### src/rtl/mem_access_unit_if.sv
// rtl/mem_access_unit_if.sv - data memory request/response bus between the access unit and memory
interface mem_access_unit_if #(
  parameter int XLEN = 32
);
  logic                mem_req_valid;
  logic                mem_req_ready;
  logic                mem_we;
  logic [XLEN/8-1:0]   mem_be;
  logic [XLEN-1:0]     mem_addr;
  logic [XLEN-1:0]     mem_wdata;
  logic                mem_rsp_valid;
  logic [XLEN-1:0]     mem_rdata;

  modport master (
    output mem_req_valid, mem_we, mem_be, mem_addr, mem_wdata,
    input  mem_req_ready, mem_rsp_valid, mem_rdata
  );

  modport slave (
    input  mem_req_valid, mem_we, mem_be, mem_addr, mem_wdata,
    output mem_req_ready, mem_rsp_valid, mem_rdata
  );
endinterface

### src/rtl/mem_access_unit.sv
// rtl/mem_access_unit.sv - MEM stage: sub-word loads/stores over a variable-latency data memory
// with misalignment/timeout faults, flush, and upstream stall while an access is outstanding.
module mem_access_unit #(
  parameter int XLEN    = 32,
  parameter int RD_W    = 5,
  parameter int TIMEOUT = 255
) (
  input  logic            clk,
  input  logic            rst_n,
  input  logic            ex_valid,
  input  logic            ex_mem_read,
  input  logic            ex_mem_write,
  input  logic [1:0]      ex_size,
  input  logic            ex_unsigned,
  input  logic [XLEN-1:0] ex_addr,
  input  logic [XLEN-1:0] ex_wdata,
  input  logic [RD_W-1:0] ex_rd,
  input  logic            ex_reg_write,
  input  logic            flush,
  output logic            stall_m,
  mem_access_unit_if.master mem,
  output logic            wb_valid,
  output logic            wb_reg_write,
  output logic [RD_W-1:0] wb_rd,
  output logic [XLEN-1:0] wb_data,
  output logic            fault,
  output logic [XLEN-1:0] fault_addr
);
  localparam int BE_W  = XLEN / 8;
  localparam int OFF_W = $clog2(BE_W);
  localparam int CNT_W = (TIMEOUT < 2) ? 1 : $clog2(TIMEOUT + 1);
  localparam logic [CNT_W-1:0] CNT_LAST = CNT_W'(TIMEOUT - 1);

  localparam logic [1:0] S_IDLE  = 2'd0;
  localparam logic [1:0] S_REQ   = 2'd1;
  localparam logic [1:0] S_WAIT  = 2'd2;
  localparam logic [1:0] S_DRAIN = 2'd3;

  logic [1:0]       state_q, state_d;
  logic [CNT_W-1:0] cnt_q, cnt_d;
  logic             req_valid_q, req_valid_d;
  logic             we_q, we_d;
  logic [BE_W-1:0]  be_q, be_d;
  logic [XLEN-1:0]  addr_q, addr_d;
  logic [XLEN-1:0]  wdata_q, wdata_d;
  logic [OFF_W-1:0] off_q, off_d;
  logic [1:0]       size_q, size_d;
  logic             uns_q, uns_d;
  logic [RD_W-1:0]  rd_q, rd_d;
  logic             regw_q, regw_d;
  logic             wb_valid_q, wb_valid_d;
  logic             wb_regw_q, wb_regw_d;
  logic [RD_W-1:0]  wb_rd_q, wb_rd_d;
  logic [XLEN-1:0]  wb_data_q, wb_data_d;
  logic             fault_q, fault_d;
  logic [XLEN-1:0]  fault_addr_q, fault_addr_d;

  logic             is_mem, misal, hs, timed_out;
  logic [BE_W-1:0]  be_base;
  logic [XLEN-1:0]  wdata_rep, ld_sh, ld_mask, ld_data;
  logic             ld_sign;

  always_comb begin
    misal     = 1'b0;
    be_base   = '0;
    wdata_rep = ex_wdata;
    case (ex_size)
      2'd0: begin
        be_base   = BE_W'(1);
        wdata_rep = {BE_W{ex_wdata[7:0]}};
      end
      2'd1: begin
        misal     = ex_addr[0];
        be_base   = BE_W'(2'b11);
        wdata_rep = {(BE_W/2){ex_wdata[15:0]}};
      end
      2'd2: begin
        misal     = |ex_addr[1:0];
        be_base   = BE_W'(4'hF);
        wdata_rep = {(BE_W/4){ex_wdata[31:0]}};
      end
      default: begin
        // Double-word accesses do not exist on a 32-bit datapath.
        misal     = (XLEN == 32) ? 1'b1 : |ex_addr[2:0];
        be_base   = '1;
        wdata_rep = ex_wdata;
      end
    endcase
  end

  always_comb begin
    ld_sh   = mem.mem_rdata >> {off_q, 3'b000};
    ld_mask = '1;
    ld_sign = ld_sh[XLEN-1];
    case (size_q)
      2'd0: begin ld_mask = XLEN'(8'hFF);         ld_sign = ld_sh[7];  end
      2'd1: begin ld_mask = XLEN'(16'hFFFF);      ld_sign = ld_sh[15]; end
      2'd2: begin ld_mask = XLEN'(32'hFFFF_FFFF); ld_sign = ld_sh[31]; end
      default: begin ld_mask = '1; ld_sign = ld_sh[XLEN-1]; end
    endcase
    ld_data = (ld_sh & ld_mask) | ((ld_sign && !uns_q) ? ~ld_mask : '0);
  end

  assign is_mem    = ex_mem_read | ex_mem_write;
  assign hs        = req_valid_q && mem.mem_req_ready;
  assign timed_out = (cnt_q == CNT_LAST);

  always_comb begin
    state_d      = state_q;
    req_valid_d  = req_valid_q;
    we_d         = we_q;
    be_d         = be_q;
    addr_d       = addr_q;
    wdata_d      = wdata_q;
    off_d        = off_q;
    size_d       = size_q;
    uns_d        = uns_q;
    rd_d         = rd_q;
    regw_d       = regw_q;
    wb_valid_d   = 1'b0;
    wb_regw_d    = 1'b0;
    wb_rd_d      = wb_rd_q;
    wb_data_d    = wb_data_q;
    fault_d      = 1'b0;
    fault_addr_d = fault_addr_q;
    case (state_q)
      S_IDLE: begin
        if (ex_valid && !flush) begin
          if (!is_mem) begin
            wb_valid_d = 1'b1;
            wb_regw_d  = ex_reg_write;
            wb_rd_d    = ex_rd;
            wb_data_d  = ex_addr;
          end else if (misal) begin
            fault_d      = 1'b1;
            fault_addr_d = ex_addr;
          end else begin
            state_d     = S_REQ;
            req_valid_d = 1'b1;
            we_d        = ex_mem_write;
            be_d        = be_base << ex_addr[OFF_W-1:0];
            addr_d      = {ex_addr[XLEN-1:OFF_W], {OFF_W{1'b0}}};
            wdata_d     = wdata_rep;
            off_d       = ex_addr[OFF_W-1:0];
            size_d      = ex_size;
            uns_d       = ex_unsigned;
            rd_d        = ex_rd;
            regw_d      = ex_reg_write;
          end
        end
      end
      S_REQ: begin
        if (flush) begin
          // A store that handshakes now is already committed; only a load needs draining.
          req_valid_d = 1'b0;
          state_d     = (hs && !we_q) ? S_DRAIN : S_IDLE;
        end else if (hs) begin
          req_valid_d = 1'b0;
          if (we_q) begin
            state_d    = S_IDLE;
            wb_valid_d = 1'b1;
            wb_rd_d    = rd_q;
          end else begin
            state_d = S_WAIT;
          end
        end else if (timed_out) begin
          req_valid_d  = 1'b0;
          state_d      = S_IDLE;
          fault_d      = 1'b1;
          fault_addr_d = addr_q | XLEN'(off_q);
        end
      end
      S_WAIT: begin
        if (flush) begin
          state_d = mem.mem_rsp_valid ? S_IDLE : S_DRAIN;
        end else if (mem.mem_rsp_valid) begin
          state_d    = S_IDLE;
          wb_valid_d = 1'b1;
          wb_regw_d  = regw_q;
          wb_rd_d    = rd_q;
          wb_data_d  = ld_data;
        end else if (timed_out) begin
          state_d      = S_IDLE;
          fault_d      = 1'b1;
          fault_addr_d = addr_q | XLEN'(off_q);
        end
      end
      default: begin
        if (mem.mem_rsp_valid || timed_out) state_d = S_IDLE;
      end
    endcase
    cnt_d = (state_q == S_IDLE || state_d == S_IDLE) ? '0 : cnt_q + CNT_W'(1);
  end

  always_ff @(posedge clk) begin
    if (!rst_n) begin
      state_q      <= S_IDLE;
      cnt_q        <= '0;
      req_valid_q  <= 1'b0;
      we_q         <= 1'b0;
      be_q         <= '0;
      addr_q       <= '0;
      wdata_q      <= '0;
      off_q        <= '0;
      size_q       <= '0;
      uns_q        <= 1'b0;
      rd_q         <= '0;
      regw_q       <= 1'b0;
      wb_valid_q   <= 1'b0;
      wb_regw_q    <= 1'b0;
      wb_rd_q      <= '0;
      wb_data_q    <= '0;
      fault_q      <= 1'b0;
      fault_addr_q <= '0;
    end else begin
      state_q      <= state_d;
      cnt_q        <= cnt_d;
      req_valid_q  <= req_valid_d;
      we_q         <= we_d;
      be_q         <= be_d;
      addr_q       <= addr_d;
      wdata_q      <= wdata_d;
      off_q        <= off_d;
      size_q       <= size_d;
      uns_q        <= uns_d;
      rd_q         <= rd_d;
      regw_q       <= regw_d;
      wb_valid_q   <= wb_valid_d;
      wb_regw_q    <= wb_regw_d;
      wb_rd_q      <= wb_rd_d;
      wb_data_q    <= wb_data_d;
      fault_q      <= fault_d;
      fault_addr_q <= fault_addr_d;
    end
  end

  assign stall_m           = (state_q != S_IDLE);
  assign mem.mem_req_valid = req_valid_q;
  assign mem.mem_we        = we_q;
  assign mem.mem_be        = be_q;
  assign mem.mem_addr      = addr_q;
  assign mem.mem_wdata     = wdata_q;
  assign wb_valid          = wb_valid_q;
  assign wb_reg_write      = wb_regw_q;
  assign wb_rd             = wb_rd_q;
  assign wb_data           = wb_data_q;
  assign fault             = fault_q;
  assign fault_addr        = fault_addr_q;
endmodule

### src/flat_wrapper.sv
// flat-port wrapper written by rule: the top's interface ports become plain ports
module mem_access_unit_flat 
#(
  parameter int XLEN    = 32,
  parameter int RD_W    = 5,
  parameter int TIMEOUT = 255
)
  (clk, rst_n, ex_valid, ex_mem_read, ex_mem_write, ex_size, ex_unsigned, ex_addr, ex_wdata, ex_rd, ex_reg_write, flush, stall_m, wb_valid, wb_reg_write, wb_rd, wb_data, fault, fault_addr, mem_mem_req_valid, mem_mem_we, mem_mem_be, mem_mem_addr, mem_mem_wdata, mem_mem_req_ready, mem_mem_rsp_valid, mem_mem_rdata);
  mem_access_unit_if #(.XLEN(XLEN)) mem_i ();
  input  logic clk;
  input  logic rst_n;
  input  logic ex_valid;
  input  logic ex_mem_read;
  input  logic ex_mem_write;
  input  logic [1:0] ex_size;
  input  logic ex_unsigned;
  input  logic [XLEN-1:0] ex_addr;
  input  logic [XLEN-1:0] ex_wdata;
  input  logic [RD_W-1:0] ex_rd;
  input  logic ex_reg_write;
  input  logic flush;
  output logic stall_m;
  output logic wb_valid;
  output logic wb_reg_write;
  output logic [RD_W-1:0] wb_rd;
  output logic [XLEN-1:0] wb_data;
  output logic fault;
  output logic [XLEN-1:0] fault_addr;
  output wire logic [$bits(mem_i.mem_req_valid)-1:0] mem_mem_req_valid;
  output wire logic [$bits(mem_i.mem_we)-1:0] mem_mem_we;
  output wire logic [$bits(mem_i.mem_be)-1:0] mem_mem_be;
  output wire logic [$bits(mem_i.mem_addr)-1:0] mem_mem_addr;
  output wire logic [$bits(mem_i.mem_wdata)-1:0] mem_mem_wdata;
  input wire logic [$bits(mem_i.mem_req_ready)-1:0] mem_mem_req_ready;
  input wire logic [$bits(mem_i.mem_rsp_valid)-1:0] mem_mem_rsp_valid;
  input wire logic [$bits(mem_i.mem_rdata)-1:0] mem_mem_rdata;
  assign mem_mem_req_valid = mem_i.mem_req_valid;
  assign mem_mem_we = mem_i.mem_we;
  assign mem_mem_be = mem_i.mem_be;
  assign mem_mem_addr = mem_i.mem_addr;
  assign mem_mem_wdata = mem_i.mem_wdata;
  assign mem_i.mem_req_ready = mem_mem_req_ready;
  assign mem_i.mem_rsp_valid = mem_mem_rsp_valid;
  assign mem_i.mem_rdata = mem_mem_rdata;
  mem_access_unit #(.XLEN(XLEN), .RD_W(RD_W), .TIMEOUT(TIMEOUT)) u_core (.clk(clk), .rst_n(rst_n), .ex_valid(ex_valid), .ex_mem_read(ex_mem_read), .ex_mem_write(ex_mem_write), .ex_size(ex_size), .ex_unsigned(ex_unsigned), .ex_addr(ex_addr), .ex_wdata(ex_wdata), .ex_rd(ex_rd), .ex_reg_write(ex_reg_write), .flush(flush), .stall_m(stall_m), .mem(mem_i), .wb_valid(wb_valid), .wb_reg_write(wb_reg_write), .wb_rd(wb_rd), .wb_data(wb_data), .fault(fault), .fault_addr(fault_addr));
endmodule
### config.mk
export PLATFORM = sky130hd
export DESIGN_NAME = mem_access_unit_flat
export DESIGN_NICKNAME = d
export VERILOG_FILES = /design/src/rtl/mem_access_unit_if.sv /design/src/rtl/mem_access_unit.sv /design/src/flat_wrapper.sv
export SDC_FILE = /design/constraint.sdc
export NUM_CORES = 1
export LEC_CHECK = 0
export CORE_MARGIN = 3
export CORE_UTILIZATION = 45
export CTS_BUF_LIST = sky130_fd_sc_hd__clkbuf_4
export CTS_CLUSTER_DIAMETER = 80
export DETAILED_ROUTE_END_ITERATION = 8
export PLACE_DENSITY = 0.79
export SLEW_MARGIN = 20
export SYNTH_ARGS = -nofsm -noshare
export SYNTH_HDL_FRONTEND = slang
export SYNTH_SLANG_ARGS = --single-unit
### constraint.sdc
create_clock -name clk -period 3.3 [get_ports clk]
set_clock_uncertainty 0.1 [all_clocks]
set_input_delay 0.66 -clock clk [delete_from_list [all_inputs] [get_ports clk]]
set_output_delay 0.66 -clock clk [all_outputs]
set_load 0.005 [all_outputs]
-- Yosys cells after proc, flatten, opt, wreduce, memory -nomap -nowiden
Cells that the tools add are included.
- logic and storage cells: 141
- input port bits: 113
- bits in registers: 161
- memories kept: 0
- bits in writable memories: 0
- output and inout port bits: 143
- latch bits: 0
- memory bits (read-only): 0
- add/sub/neg operators: 1
- bitwise operators: 7
- $lt $le $gt $ge: 0
- divide/modulo/power cells: 0
- eq/ne operators: 19
- multipliers: 0
- reduce and logical (&&, ||, !) cells: 24
- mux-type cells: 70
- shift operators: 2
- operator list (kind ; number):
    two-way mux 32 bit ; 13
    one-hot mux 32 bit (2 select lines) ; 3
    one-hot mux 32 bit (3 select lines) ; 1
    two-way mux 5 bit ; 7
    AND 32 bit ; 1
    NOT 32 bit ; 1
    OR 32 x 2 -> 32 bit ; 1
    OR 32 bit ; 1
    right shift 32 x 5 -> 32 bit ; 1
    two-way mux 1 bit ; 25
    two-way mux 2 bit ; 12
    AND reduction 8 bit ; 2
    one-hot mux 5 bit (3 select lines) ; 1
    != test 2 bit (second input constant) ; 7
    != test 2 x 1 -> 1 bit (second input constant) ; 5
    AND reduction 5 bit ; 2
    one-hot mux 1 bit (3 select lines) ; 3
    adder 8 x 1 -> 8 bit (second input constant) ; 1
    equality test 8 bit (second input constant) ; 1
    logical NOT 2 bit ; 4
    one-hot mux 4 bit (2 select lines) ; 1
    equality test 2 x 1 -> 1 bit (second input constant) ; 3
    one-hot mux 1 bit (2 select lines) ; 3
    one-hot mux 2 bit (3 select lines) ; 1
    12 further kinds ; 23

-- Longest topological paths before layout
- word-level depth: 9
- mapped depth: 10

-- Worst setup path before layout
OpenSTA, ideal clock, no wires.
- path type: input to register
- start: in ex_addr[1]
- end: reg u_core.cnt_q[0]
- data required time: 3119 ps
- arrival time: 2134 ps
- library setup time: 81 ps
- stages: 7
- path buffers: 2
- setup slack: 985 ps
- cells stage by stage: buf_2 -> or3_4 -> a211oi_2 -> a211oi_1 -> a221o_1 -> buf_4 -> a211oi_2
- longest elaborated chain between the ends: 9
- RTL lines (item ; line ; source):
    start: declaration ; flat_wrapper.sv:17 ; input logic [XLEN-1:0] ex_addr;
    OR reduction 2 bit ; mem_access_unit.sv:78 ; misal = |ex_addr[1:0];
    one-hot mux 1 bit (3 select lines) ; mem_access_unit.sv:67 ; case (ex_size)
    two-way mux 2 bit ; mem_access_unit.sv:134 ; end else if (misal) begin
    two-way mux 2 bit ; mem_access_unit.sv:129 ; if (!is_mem) begin
    two-way mux 2 bit ; mem_access_unit.sv:128 ; if (ex_valid && !flush) begin
    one-hot mux 2 bit (3 select lines) ; mem_access_unit.sv:126 ; case (state_q)
    logical NOT 2 bit ; mem_access_unit.sv:192 ; cnt_d = (state_q == S_IDLE || state_d == S_IDLE) ? '0 : cnt_q + CNT_W'(1);
    logical OR 1 bit ; mem_access_unit.sv:192 ;
    OR reduction 2 bit (no source line) ; n/a ;
    end signal: assignment ; mem_access_unit.sv:217 ; cnt_q <= cnt_d;
    end: declaration ; mem_access_unit.sv:40 ; logic [CNT_W-1:0] cnt_q, cnt_d;
No other way between the ends.
A chain may end at the register's enable or synchronous reset.

-- Worst setup path after layout
- start: reg u_core.state_q[1]
- end: out stall_m
- longest elaborated chain between the ends: 1
- RTL lines (item ; line ; source):
    start: declaration ; mem_access_unit.sv:39 ; logic [1:0] state_q, state_d;
    start signal: assignment ; mem_access_unit.sv:216 ; state_q <= state_d;
    nonzero test 2 bit ; mem_access_unit.sv:237 ; assign stall_m = (state_q != S_IDLE);
    end: declaration ; flat_wrapper.sv:22 ; output logic stall_m;
No other way between the ends.

==> key figures <==
Status
  – Status: finished, final reports clean

Pwr
  – PD cells: approximately 390 nW/um2
  – VDD IR max: about 300 uV
  – P_leak: roughly 3.6 nW

Global route
  – Global-route usage over all layers: 0.263
  – First-pass GRT wire length: ~39 mm
  – Final global-route overflow total: 0
  – Pin count of the biggest net entering global routing: between 90 and 100
  – Initial antenna violation count: 1
  – Vias in the first global route: roughly 7100

Placement
  – Area post-placement: between 10000 and 15000 um2
  – RD Place Congestion: approximately 0.9
  – I/O Buffers: roughly 250
  – Final HPWL DP: about 18 mm

Logic synthesis
  – Main combinational cell family by area after synthesis: compound AO/OA/AOI/OAI gates
  – Post-synthesis compound-gate area fraction: 0.282
  – Async set-or-reset flop fraction in the synthesized netlist: 0
  – Prevailing post-synth register cell: dfxtp_1
  – Simple-gate portion of the synthesized area: 0.151
  – Post-synth EDFFs: 0
  – Syn avg cell area: 8.68 um2
  – Register area share after synthesis: 0.420
  – Largest area contributor in the netlist: dfxtp_1
  – Top-count cell post-synth: nand2_1
  – Multiplexer area fraction after synthesis: 0.0735
  – Synth cell count leaders: 173 x nand2_1, 161 x dfxtp_1, 82 x a21oi_1
  – FF+latch count, synth: ~160
  – Synthesized area: between 7000 and 8000 um2
  – Yosys top cell area share: 0.420
  – Post-Synth XOR/XNOR Area: 0.00684
  – Largest cells by area after synthesis: dfxtp_1 42%, nand2_1 8.5%, mux2i_1 5.7%
  – Fraction of the mapped netlist area in adder cells: 0.00977
  – Netlist cell types: between 60 and 70
  – Synth warn: 0
  – Syn Inst Count: around 890

Timing
  – Final Cycle Share: 0.926
  – Sum of negative setup slack: 0 ps
  – Slew HR: 0.574
  – Fmax: roughly 330 MHz
  – RSZ-0062 raised after global routing: false
  – Final Max Tran Viols: 0
  – Fin. Hold Viols: 0
  – Final setup fails: 0
  – Tightest Pin Transition: about 640 ps
  – Post-route minimum period: 3060 ps

Clocking
  – Insertion delay to the later sink of the worst-skew pair: 570 ps
  – CTS tree: built
  – CTS root buffer: clkbuf_4
  – H-Tree Depth: 4
  – Clock slew at reported path FFs: between 100 and 150 ps
  – CTS Hold Buffers Added: 0
  – Clock buffer depth: 2
  – # Post-CTS Setup Buffers: 0
  – Clock sink count: roughly 160
  – Number of buffers created by CTS: 17
  – CTS-repair resized insts: 0

Drt
  – DRT Wirelength: roughly 25 mm
  – Antenna viol nets, final: 0
  – Starting DRC count in detailed routing: between 600 and 700
  – TritonRoute pass-1 iters: 5
  – Routed via count: approximately 7600
  – Avg Vias per Cell: ~5.7
  – DRC: 0
  – WL per Instance: about 19 um

Layout
  – Layout cells sized above 1: 0.0872
  – Fill cell count: ~1400
  – Synthesis-to-layout area growth: 38.5%
  – Nets: between 1000 and 1500
  – Fin area: 10600 um2

Worst hold path
  – HP Class: reg -> reg
  – Hold Path Origin: u_core.mem.mem_wdata[3]

Die
  – Die area: between 15000 and 20000 um2
  – Core ar.: ~17000 um2
  – Initial Utilization: 0.462
  – Num rows: between 40 and 50
  – I/O pin count: 256
  – Die H: about 140 um
  – Die width: approximately 140 um

Critical path
  – Crit Path Max Fanout: 17
  – Worst EP arrival: ~2300 ps
  – CP Launch Point: u_core.state_q[1]
  – CP Class: reg -> out
  – Crit start category: flop
  – Req. time, crit path: approximately 2500 ps
  – CP endpoint kind: primary output
  – Critical R2R Launch: u_core.state_q[0]

Job
  – Max-cap violations: 0
==> registers in the layout, indices dropped and copies added (netlist names) <==
signal,count
u_core.uns_q,1
u_core.mem.mem_be,4
u_core.fault_addr,32
u_core.regw_q,1
u_core.off_q,2
u_core.mem.mem_addr,30
u_core.wb_valid,1
u_core.state_q,2
u_core.mem.mem_wdata,32
u_core.wb_rd,5
u_core.rd_q,5
u_core.size_q,2
u_core.mem.mem_we,1
u_core.mem.mem_req_valid,1
u_core.cnt_q,8
u_core.wb_reg_write,1
u_core.wb_data,32
u_core.fault,1
==> layout by cell type (no fill, tap or decap), types with 3 or more instances in the layout <==
cell and instances:
dfxtp_1 161, o211ai_1 10, a21oi_1 82, bufinv_16 3
nor2b_1 4, clkbuf_4 22, a211oi_2 8, a311oi_1 10
mux2_2 10, o22a_1 31, o221a_1 31, clkinv_1 3
a211oi_1 24, nor2_1 68, nand2_1 173, nand3_1 5
xor2_1 5, a311o_1 8, a32o_1 7, a221o_1 3
buf_4 25, ha_1 4, a21o_1 3, a221oi_2 8
mux2i_1 44, o21ai_0 40, nor3_1 9, inv_1 7
clkdlybuf4s50_1 252
==> final timing paths <==
kind / to / slack [ps] / cells after the start
max reg2reg: u_core.wb_data[15] / 540 / 7
min: u_core.mem.mem_wdata[3] / 360 / 2
max: stall_m / 240 / 4
min reg2reg: u_core.mem.mem_wdata[3] / 360 / 2
==> where the power goes <==
group	internal, W	leakage, nW	switching, W
logic	0.000450	2.09	0.000387
registers	0.00204	1.31	0.0000598
clock network	0.000565	0.160	0.000697
==> worst max-delay path, cell delays in order (launching register included) <==
cell	delay, ps
dfxtp_1	380
inv_1	130
ha_2	490
clkinv_1	230
clkdlybuf4s50_1	490
==> cells by family after synthesis <==
logic type      count (synthesis)
flops                         161
simple gates                  279
other cells                     1
mux                            55
fa+ha+maj                       6
compound gates                282
buf+inv                        95
xor+xnor                        6
==> stage by stage <==
stage,setup slack (ps),std cells,total power [W],utilization,hold slack [ps]
2_1_floorplan,985,886,0.00252,-,332
6_report,243,1333,0.00420,0.639,362
4_1_cts,213,1332,0.00423,0.639,331
3_5_place_dp,348,1300,0.00297,0.621,346
3_3_place_gp,423,1300,0.00296,0.621,341
5_1_grt,60.0,1333,0.00439,0.639,340
==> area by class of cell <==
type | count | area [um2] | share of cell area
repair buffers | 280 | 2760 | 0.259
inverters | 9 | 36.3 | 0.00341
multi-input cells | 630 | 4050 | 0.380
flip-flops and latches | 161 | 3220 | 0.303
clock buffers | 22 | 165 | 0.0155
diodes | 1 | 2.50 | 0.000235
well taps | 220 | 275 | 0.0259
clock inverters | 10 | 135 | 0.0127
==> routing by layer <==
| layer | global-route usage | part of all wire |
|---|---|---|
| met1 | 0.345 | 0.42 |
| met3 | 0.0772 | 0.082 |
| met2 | 0.409 | 0.47 |
| met5 | 0 | 0 |
| met4 | 0.0997 | 0.029 |
No activity file was read; power rests on OpenSTA's default activity.
